$ cat src/rtl/tank_actuator_seq.sv
// Tank actuator sequencer: turns the supervisor's irrigation code into timed
// valve sequences (fertilizer dose, or drain/rinse/flush cleaning) and reports
// completion pulses and fault status back to the supervisor.
module tank_actuator_seq #(
  parameter int DOSE_CYCLES  = 8,
  parameter int DRAIN_CYCLES = 16,
  parameter int RINSE_CYCLES = 12,
  parameter int CW           = 5
) (
  input  logic       clock,
  input  logic       resetN,
  input  logic [1:0] cmd,
  input  logic       level_low,
  input  logic       level_high,
  input  logic       critico,
  output logic       valve_in,
  output logic       valve_adb,
  output logic       valve_out,
  output logic       adb_done,
  output logic       limp_done,
  output logic       busy,
  output logic       fault,
  output logic [2:0] phase
);

  typedef enum logic [2:0] {
    IDLE  = 3'd0,
    DOSE  = 3'd1,
    DRAIN = 3'd2,
    RINSE = 3'd3,
    FLUSH = 3'd4,
    HOLD  = 3'd5,
    FAULT = 3'd6
  } state_t;

  localparam logic [1:0] CMD_NADA = 2'b00;
  localparam logic [1:0] CMD_ADB  = 2'b01;
  localparam logic [1:0] CMD_LIMP = 2'b10;

  localparam logic [CW-1:0] DOSE_LAST  = CW'(DOSE_CYCLES - 1);
  localparam logic [CW-1:0] DRAIN_LAST = CW'(DRAIN_CYCLES - 1);
  localparam logic [CW-1:0] RINSE_LAST = CW'(RINSE_CYCLES - 1);

  state_t        state;
  state_t        state_nxt;
  logic [CW-1:0] cnt;
  logic [1:0]    served;
  logic [1:0]    served_nxt;
  logic          stop_cmd;
  logic          sequencing;

  // Counter increment that sticks at all-ones, so a long HOLD never wraps
  // back to zero and re-fires the done pulse.
  function automatic logic [CW-1:0] sat_inc(input logic [CW-1:0] v);
    return (&v) ? v : v + 1'b1;
  endfunction

  assign stop_cmd   = (cmd == CMD_NADA) || (cmd == 2'b11);
  assign sequencing = (state == DOSE) || (state == DRAIN) ||
                      (state == RINSE) || (state == FLUSH);

  // State, served-command and in-state cycle counter registers.
  always_ff @(posedge clock or posedge resetN) begin
    if (resetN) begin
      state  <= IDLE;
      cnt    <= '0;
      served <= CMD_NADA;
    end else begin
      state  <= state_nxt;
      served <= served_nxt;
      cnt    <= (state_nxt != state) ? '0 : sat_inc(cnt);
    end
  end

  // Next state: critico beats abort, abort beats level, level beats timeout.
  always_comb begin
    state_nxt  = state;
    served_nxt = served;
    if (critico && (state != FAULT)) begin
      state_nxt = FAULT;
    end else if (sequencing && stop_cmd) begin
      state_nxt = IDLE;
    end else begin
      case (state)
        IDLE: begin
          if (cmd == CMD_ADB) begin
            state_nxt  = DOSE;
            served_nxt = CMD_ADB;
          end else if (cmd == CMD_LIMP) begin
            state_nxt  = DRAIN;
            served_nxt = CMD_LIMP;
          end
        end
        DOSE:  if (cnt == DOSE_LAST) state_nxt = HOLD;
        DRAIN: begin
          if (level_low)               state_nxt = RINSE;
          else if (cnt == DRAIN_LAST)  state_nxt = FAULT;
        end
        RINSE: begin
          if (level_high)              state_nxt = FLUSH;
          else if (cnt == RINSE_LAST)  state_nxt = FAULT;
        end
        FLUSH: begin
          if (level_low)               state_nxt = HOLD;
          else if (cnt == DRAIN_LAST)  state_nxt = FAULT;
        end
        HOLD:  if (cmd != served) state_nxt = IDLE;
        FAULT: if ((cmd == CMD_NADA) && !critico) state_nxt = IDLE;
        default: state_nxt = IDLE;
      endcase
    end
  end

  // Moore output decode; done pulses mark the first HOLD cycle (counter 0).
  always_comb begin
    valve_in  = 1'b0;
    valve_adb = 1'b0;
    valve_out = 1'b0;
    adb_done  = 1'b0;
    limp_done = 1'b0;
    busy      = sequencing;
    fault     = (state == FAULT);
    phase     = state;
    case (state)
      DOSE:  valve_adb = 1'b1;
      DRAIN: valve_out = 1'b1;
      FLUSH: valve_out = 1'b1;
      RINSE: valve_in  = 1'b1;
      HOLD: begin
        adb_done  = (cnt == '0) && (served == CMD_ADB);
        limp_done = (cnt == '0) && (served == CMD_LIMP);
      end
      default: ;
    endcase
  end

endmodule
$ cat config.mk
export PLATFORM = sky130hd
export DESIGN_NAME = tank_actuator_seq
export DESIGN_NICKNAME = d
export VERILOG_FILES = /design/src/rtl/tank_actuator_seq.sv
export SDC_FILE = /design/constraint.sdc
export NUM_CORES = 1
export LEC_CHECK = 0
export CAP_MARGIN = 15
export CORE_MARGIN = 8
export CORE_UTILIZATION = 30
export DETAILED_ROUTE_END_ITERATION = 10
export PLACE_DENSITY = 0.61
export REMOVE_ABC_BUFFERS = 1
export SLEW_MARGIN = 0
export SYNTH_ARGS = -nofsm -noshare
export SYNTH_HDL_FRONTEND = slang
export SYNTH_SLANG_ARGS = --single-unit
$ cat constraint.sdc
create_clock -name clock -period 2.7 [get_ports clock]
set_input_delay 0.81 -clock clock [delete_from_list [all_inputs] [get_ports clock]]
set_output_delay 0.81 -clock clock [all_outputs]
set_load 0.005 [all_outputs]
### After elaboration in Yosys (flattened, before gate mapping)

Index checks and enable logic that the tools add are counted.

| operators by class | value |
|---|---|
| add/subtract/negate cells | 1 |
| equal/unequal tests | 18 |
| muxes and demuxes | 22 |
| bitwise logic cells | 2 |
| reduce and logical (&&, ||, !) cells | 17 |

Operators by type and width:

| kind | count |
|---|---|
| $mux 3 | 12 |
| $pmux 3 s7 | 1 |
| $eq 5x4->1 const B | 2 |
| $mux 5 | 2 |
| $eq 3x3->1 const B | 3 |
| $eq 2x2->1 const B | 3 |
| $eq 3x2->1 const B | 2 |
| $add 5x1->5 const B | 1 |
| $eq 5x3->1 const B | 1 |
| $logic_and 1x1->1 | 5 |
| $logic_not 5->1 | 1 |
| $mux 1 | 5 |
| $reduce_and 5->1 | 1 |
| $eq 2x1->1 const B | 2 |
| $logic_or 1x1->1 | 4 |
| $mux 2 | 2 |
| $reduce_and 4->1 | 1 |
| $eq 3x1->1 const B | 1 |
| $logic_not 3->1 | 1 |
| $ne 3x3->1 | 1 |
| $ne 3x3->1 const B | 1 |
| $logic_not 2->1 | 1 |
| $ne 2x2->1 | 1 |
| $ne 2x2->1 const B | 1 |
| other kinds (4) | 5 |

| word-level totals | value |
|---|---|
| register bits after elaboration | 10 |
| output and inout port bits | 10 |
| word-level logic and storage cells | 63 |

### Logic depth before layout (Yosys ltp)

| depth | value |
|---|---|
| depth in word-level cells | 9 |
| depth in mapped cells | 8 |

### Worst setup path after synthesis

OpenSTA, ideal clock, no wires.

| timing | value |
|---|---|
| kind | in2reg |
| start | in cmd[0] |
| end | reg cnt[0] |
| library setup time | 0.147 ns |
| arrival | 2.365 ns |
| required time | 2.553 ns |
| setup slack | 0.188 ns |
| stages on the path | 7 |
| buffers on the path | 0 |
| cell sequence | inv_1 > ha_1 > or3_1 > a221o_1 > o211a_1 > o32ai_2 > nor4_1 |

| between the ends | value |
|---|---|
| word-level cells in the longest chain between the ends | 8 |
| elaborated cells on any way between the ends | 18 |
| those cells by class | eq/ne (6); mux (8); reduce/logical (4) |

Ends and longest elaborated chain:

| what | RTL line | text |
|---|---|---|
| from (decl) | 12 | `input logic [1:0] cmd,` |
| $eq 2x2->1 or $logic_not 2->1 (tied branches) | 89, 58, 108 |  |
| $mux 3 or $logic_and 1x1->1 (tied branches) | 89, 108 |  |
| $mux 3 (on tied branches) | 86, 108 |  |
| $pmux 3 s7 | 84 | `case (state)` |
| $mux 3 (*) | 81 | `end else if (sequencing && stop_cmd) begin` |
| $mux 3 (*) | 79 | `if (critico && (state != FAULT)) begin` |
| $ne 3x3->1 (*) | 71 | `cnt <= (state_nxt != state) ? '0 : sat_inc(cnt);` |
| $ne 2x2->1 (no line) or $mux 5 (tied branches) | -- |  |
| to (signal assigned) | 71 |  |
| to (decl) | 46 | `logic [CW-1:0] cnt;` |

Every way passes the cells marked *; elsewhere a longest branch is shown, timed or not.
A chain may end at the register's enable or synchronous reset.

### Final worst setup path

| timing | value |
|---|---|
| start | reg state[1] (netlist: phase[1]) |
| end | out fault |

| between the ends | value |
|---|---|
| word-level cells in the longest chain between the ends | 1 |

Ends and longest elaborated chain:

| what | RTL line | text |
|---|---|---|
| from (decl) | 44 | `state_t state;` |
| from (signal assigned) | 69 | `state <= state_nxt;` |
| $eq 3x3->1 | 122 | `fault = (state == FAULT);` |
| to (decl) | 22 | `output logic fault,` |

No other way between the ends.

==> results.json <==
{
  "critical_path.startpoint": "phase[1]",
  "drt_iter0_drc": 47,
  "core_um2": 3550,
  "clock-sinks": 10,
  "highest_layer": "met4",
  "syn-instance-count": 125,
  "route.met2.wl_um": 1520,
  "grt_usage_pct": 9.85,
  "diodes": 0,
  "grt_max_degree": 22,
  "drive_above_1_share_pct": 23.7,
  "p_leak_nw": 0.608,
  "fin_setup_tns_ns": 0,
  "wl_met1_um": 1230,
  "vias_per_cell": 5.00,
  "worst_pin_slew_ns": 0.768,
  "clk_pin_slew_ns": 0.06,
  "ys.flop_type": "dfrtp_1",
  "crit_path_start_kind": "flop",
  "grt_pass1_wl_um": 4880,
  "row_count": 22,
  "synth.distinct_cells": 46,
  "die_w_um": 76.1,
  "cp.arrival_ns": 1.77,
  "outcome": "finished clean",
  "maxCapViolCount": 0,
  "syn_area_per_cell_um2": 8.66,
  "htree_levels": 1,
  "peakVddDrop_uv": 275,
  "finalCritPeriodShare_pct": 95.6,
  "slew-limit-headroom_pct": 48.6,
  "ys_ff_latch": 10,
  "port_buffers": 16,
  "r2r_start": "cnt[0]",
  "mostFrequentLayoutCells": "buf_4, clkdlybuf4s50_1, inv_1, o21ai_0",
  "placed_area_um2": 1330,
  "antenna_found_initial": 0,
  "clock.fmax_mhz": 387,
  "drc": 0,
  "first_pass_iters": 4,
  "hpwl_um": 2300,
  "dieArea_um2": 5790,
  "synth-compound-area-share_pct": 24.4,
  "wl_per_cell_um": 14.2,
  "ys_warn_count": 0,
  "fillers": 369,
  "crit_path_top_delay_cell": "clkdlybuf4s50_1",
  "setup_violations": 0,
  "synth-edff-count": 0,
  "rsz0062_at_grt": "false",
  "place_congestion": 0.880,
  "hold_viol": 0,
  "synth_mux_area_share_pct": 1.97,
  "numCtsBuffers": 3,
  "path_delay_family": "buffers and inverters",
  "crit_fanout": 21,
  "finalClockSkew_ns": 0.00149,
  "path_depth": 4,
  "wl_met3_um": 35,
  "drt_wl_total_um": 2850,
  "r2r_cells": 8,
  "synth_adder_area_share_pct": 8.09,
  "slowest_delay_ns": 0.51,
  "die_y_um": 76.1,
  "hold_path_class": "flop to flop",
  "r2r_end": "cnt[3]",
  "clock_latency_ns": 0.26,
  "synthSimpleGateAreaFrac_pct": 27.9,
  "fin_nets": 168,
  "clock-root-buffer": "clkbuf_4",
  "min_period_ns": 2.58,
  "syn_area_um2": 1080,
  "criticalPathCategory": "flop to output pin",
  "endpoint": "fault",
  "overflow": 0,
  "grt_pass1_vias": 1066,
  "critPathRequiredTime_ns": 1.89,
  "ios": 17,
  "ant_nets": 0,
  "synthArstFlopShare_pct": 100,
  "crit_buf_inv": 2,
  "maxSlewViolCount": 0,
  "cts.path.max_buffers": 2,
  "p_per_area_nw_per_um2": 810,
  "path_cells": "buf_6 > nor2b_1 > and2_1 > clkdlybuf4s50_1",
  "tritoncts": "built",
  "finalInstanceArea_um2": 1430,
  "synth_top_family_by_area": "simple AND/OR/NAND/NOR gates",
  "final_common_cell": "buf_4",
  "power_mw": 1.15,
  "end_kind": "output pin",
  "yosys.area_share.xor_xnor_pct": 5.66,
  "ys_seq_area_share_pct": 23.1,
  "initial_utilization_pct": 30.5,
  "reg2reg_slack_ns": 0.27,
  "routed-via-count": 1000,
  "syn_to_final_growth_pct": 31.7
}
repair_timing:
action | in CTS | in global routing
pin swaps | 10 | 1
gates cloned | 0 | 0
resized for setup | 12 | 1
endpoints found under the setup margin | 7 | 3
hold buffers | 0 | 0
setup buffers | 4 | 1
synth_stat cells, types with 2 or more instances:
| cell | instances | area [µm²] |
|---|---|---|
| ha_1 | 7 | 87.6 |
| o21ai_0 | 9 | 45.0 |
| xor2_1 | 4 | 35.0 |
| or3_1 | 2 | 12.5 |
| nor2_1 | 6 | 22.5 |
| nor4_1 | 5 | 31.3 |
| a21oi_1 | 8 | 40.0 |
| nor3_1 | 2 | 10.0 |
| nor2b_1 | 4 | 25.0 |
| nand4b_1 | 2 | 17.5 |
| a22oi_1 | 2 | 15.0 |
| buf_2 | 2 | 10.0 |
| a221o_1 | 2 | 20.0 |
| nand3b_1 | 2 | 15.0 |
| nor3b_1 | 3 | 22.5 |
| nand2b_1 | 3 | 18.8 |
| xnor2_1 | 3 | 26.3 |
| nand2_1 | 6 | 22.5 |
| a21o_1 | 2 | 15.0 |
| buf_4 | 4 | 30.0 |
| and2_1 | 2 | 12.5 |
| dfrtp_1 | 10 | 250 |
| inv_1 | 11 | 41.3 |
| a21boi_0 | 2 | 15.0 |
how the worst min path moves through the flow:
stage                         start  cells past startpoint        end  slack [ns]
after floorplan           served[1]                      2  served[1]        0.50
after global placement    served[1]                      2  served[1]        0.54
after detailed placement  served[1]                      2  served[1]        0.55
after CTS                 served[1]                      2  served[1]        0.56
after global routing      served[1]                      2  served[1]        0.62
final                     served[1]                      2  served[1]        0.55
through the flow:
stage               setup WS, ns  cells  hold WS [ns]  utilization, %
global route             0.00853    200         0.619            40.1
CTS                       0.0629    199         0.558            39.8
global placement          -0.400    192         0.535            37.5
detailed placement        -0.469    192         0.545            37.5
floorplan                  0.188    117         0.502               -
finish                     0.119    200         0.551            40.1
per-layer routing:
metal  vias to the layer above  GRT usage [%]
li1                        511              -
met1                       474           11.0
met2                         9           17.9
met3                         6           1.06
met4                         0           5.00
met5                         -              0
cells by family (layout without fill, tap and decap cells):
group	count (synthesis)	after routing
compound gates	35	35
xor+xnor	7	7
fa+ha+maj	7	7
buf+inv	19	46
flops	10	10
mux	2	2
simple gates	45	45
cell type report:
class	instances	area, µm²	area share [%]
Tap cell	48	60.1	4.21
Clock buffer	3	22.5	1.58
Sequential cell	10	253	17.7
Timing Repair Buffer	32	279	19.6
Inverter	11	41.3	2.90
Multi-Input combinational cell	96	769	54.0
worst register-to-register path, stage by stage, from the launching register on:
cell and delay (ns):
dfrtp_1 0.42, ha_1 0.27, and3_1 0.22, ha_1 0.18
nor2b_1 0.17, nand3b_1 0.10, a21oi_1 0.09, o32ai_1 0.70
nor4_1 0.13
registers in the layout (all words and copies together) (netlist names):
| register | cells |
|---|---|
| cnt | 5 |
| phase | 3 |
| served | 2 |
where the power goes:
group	switching, mW	internal, mW	total [mW]	leakage [nW]
sequential	0.0519	0.189	0.241	0.127
combinational	0.413	0.403	0.816	0.467
clock	0.0465	0.0513	0.0978	0.0138
total	0.511	0.644	1.15	0.608
Power figures use the tool's default switching activity.
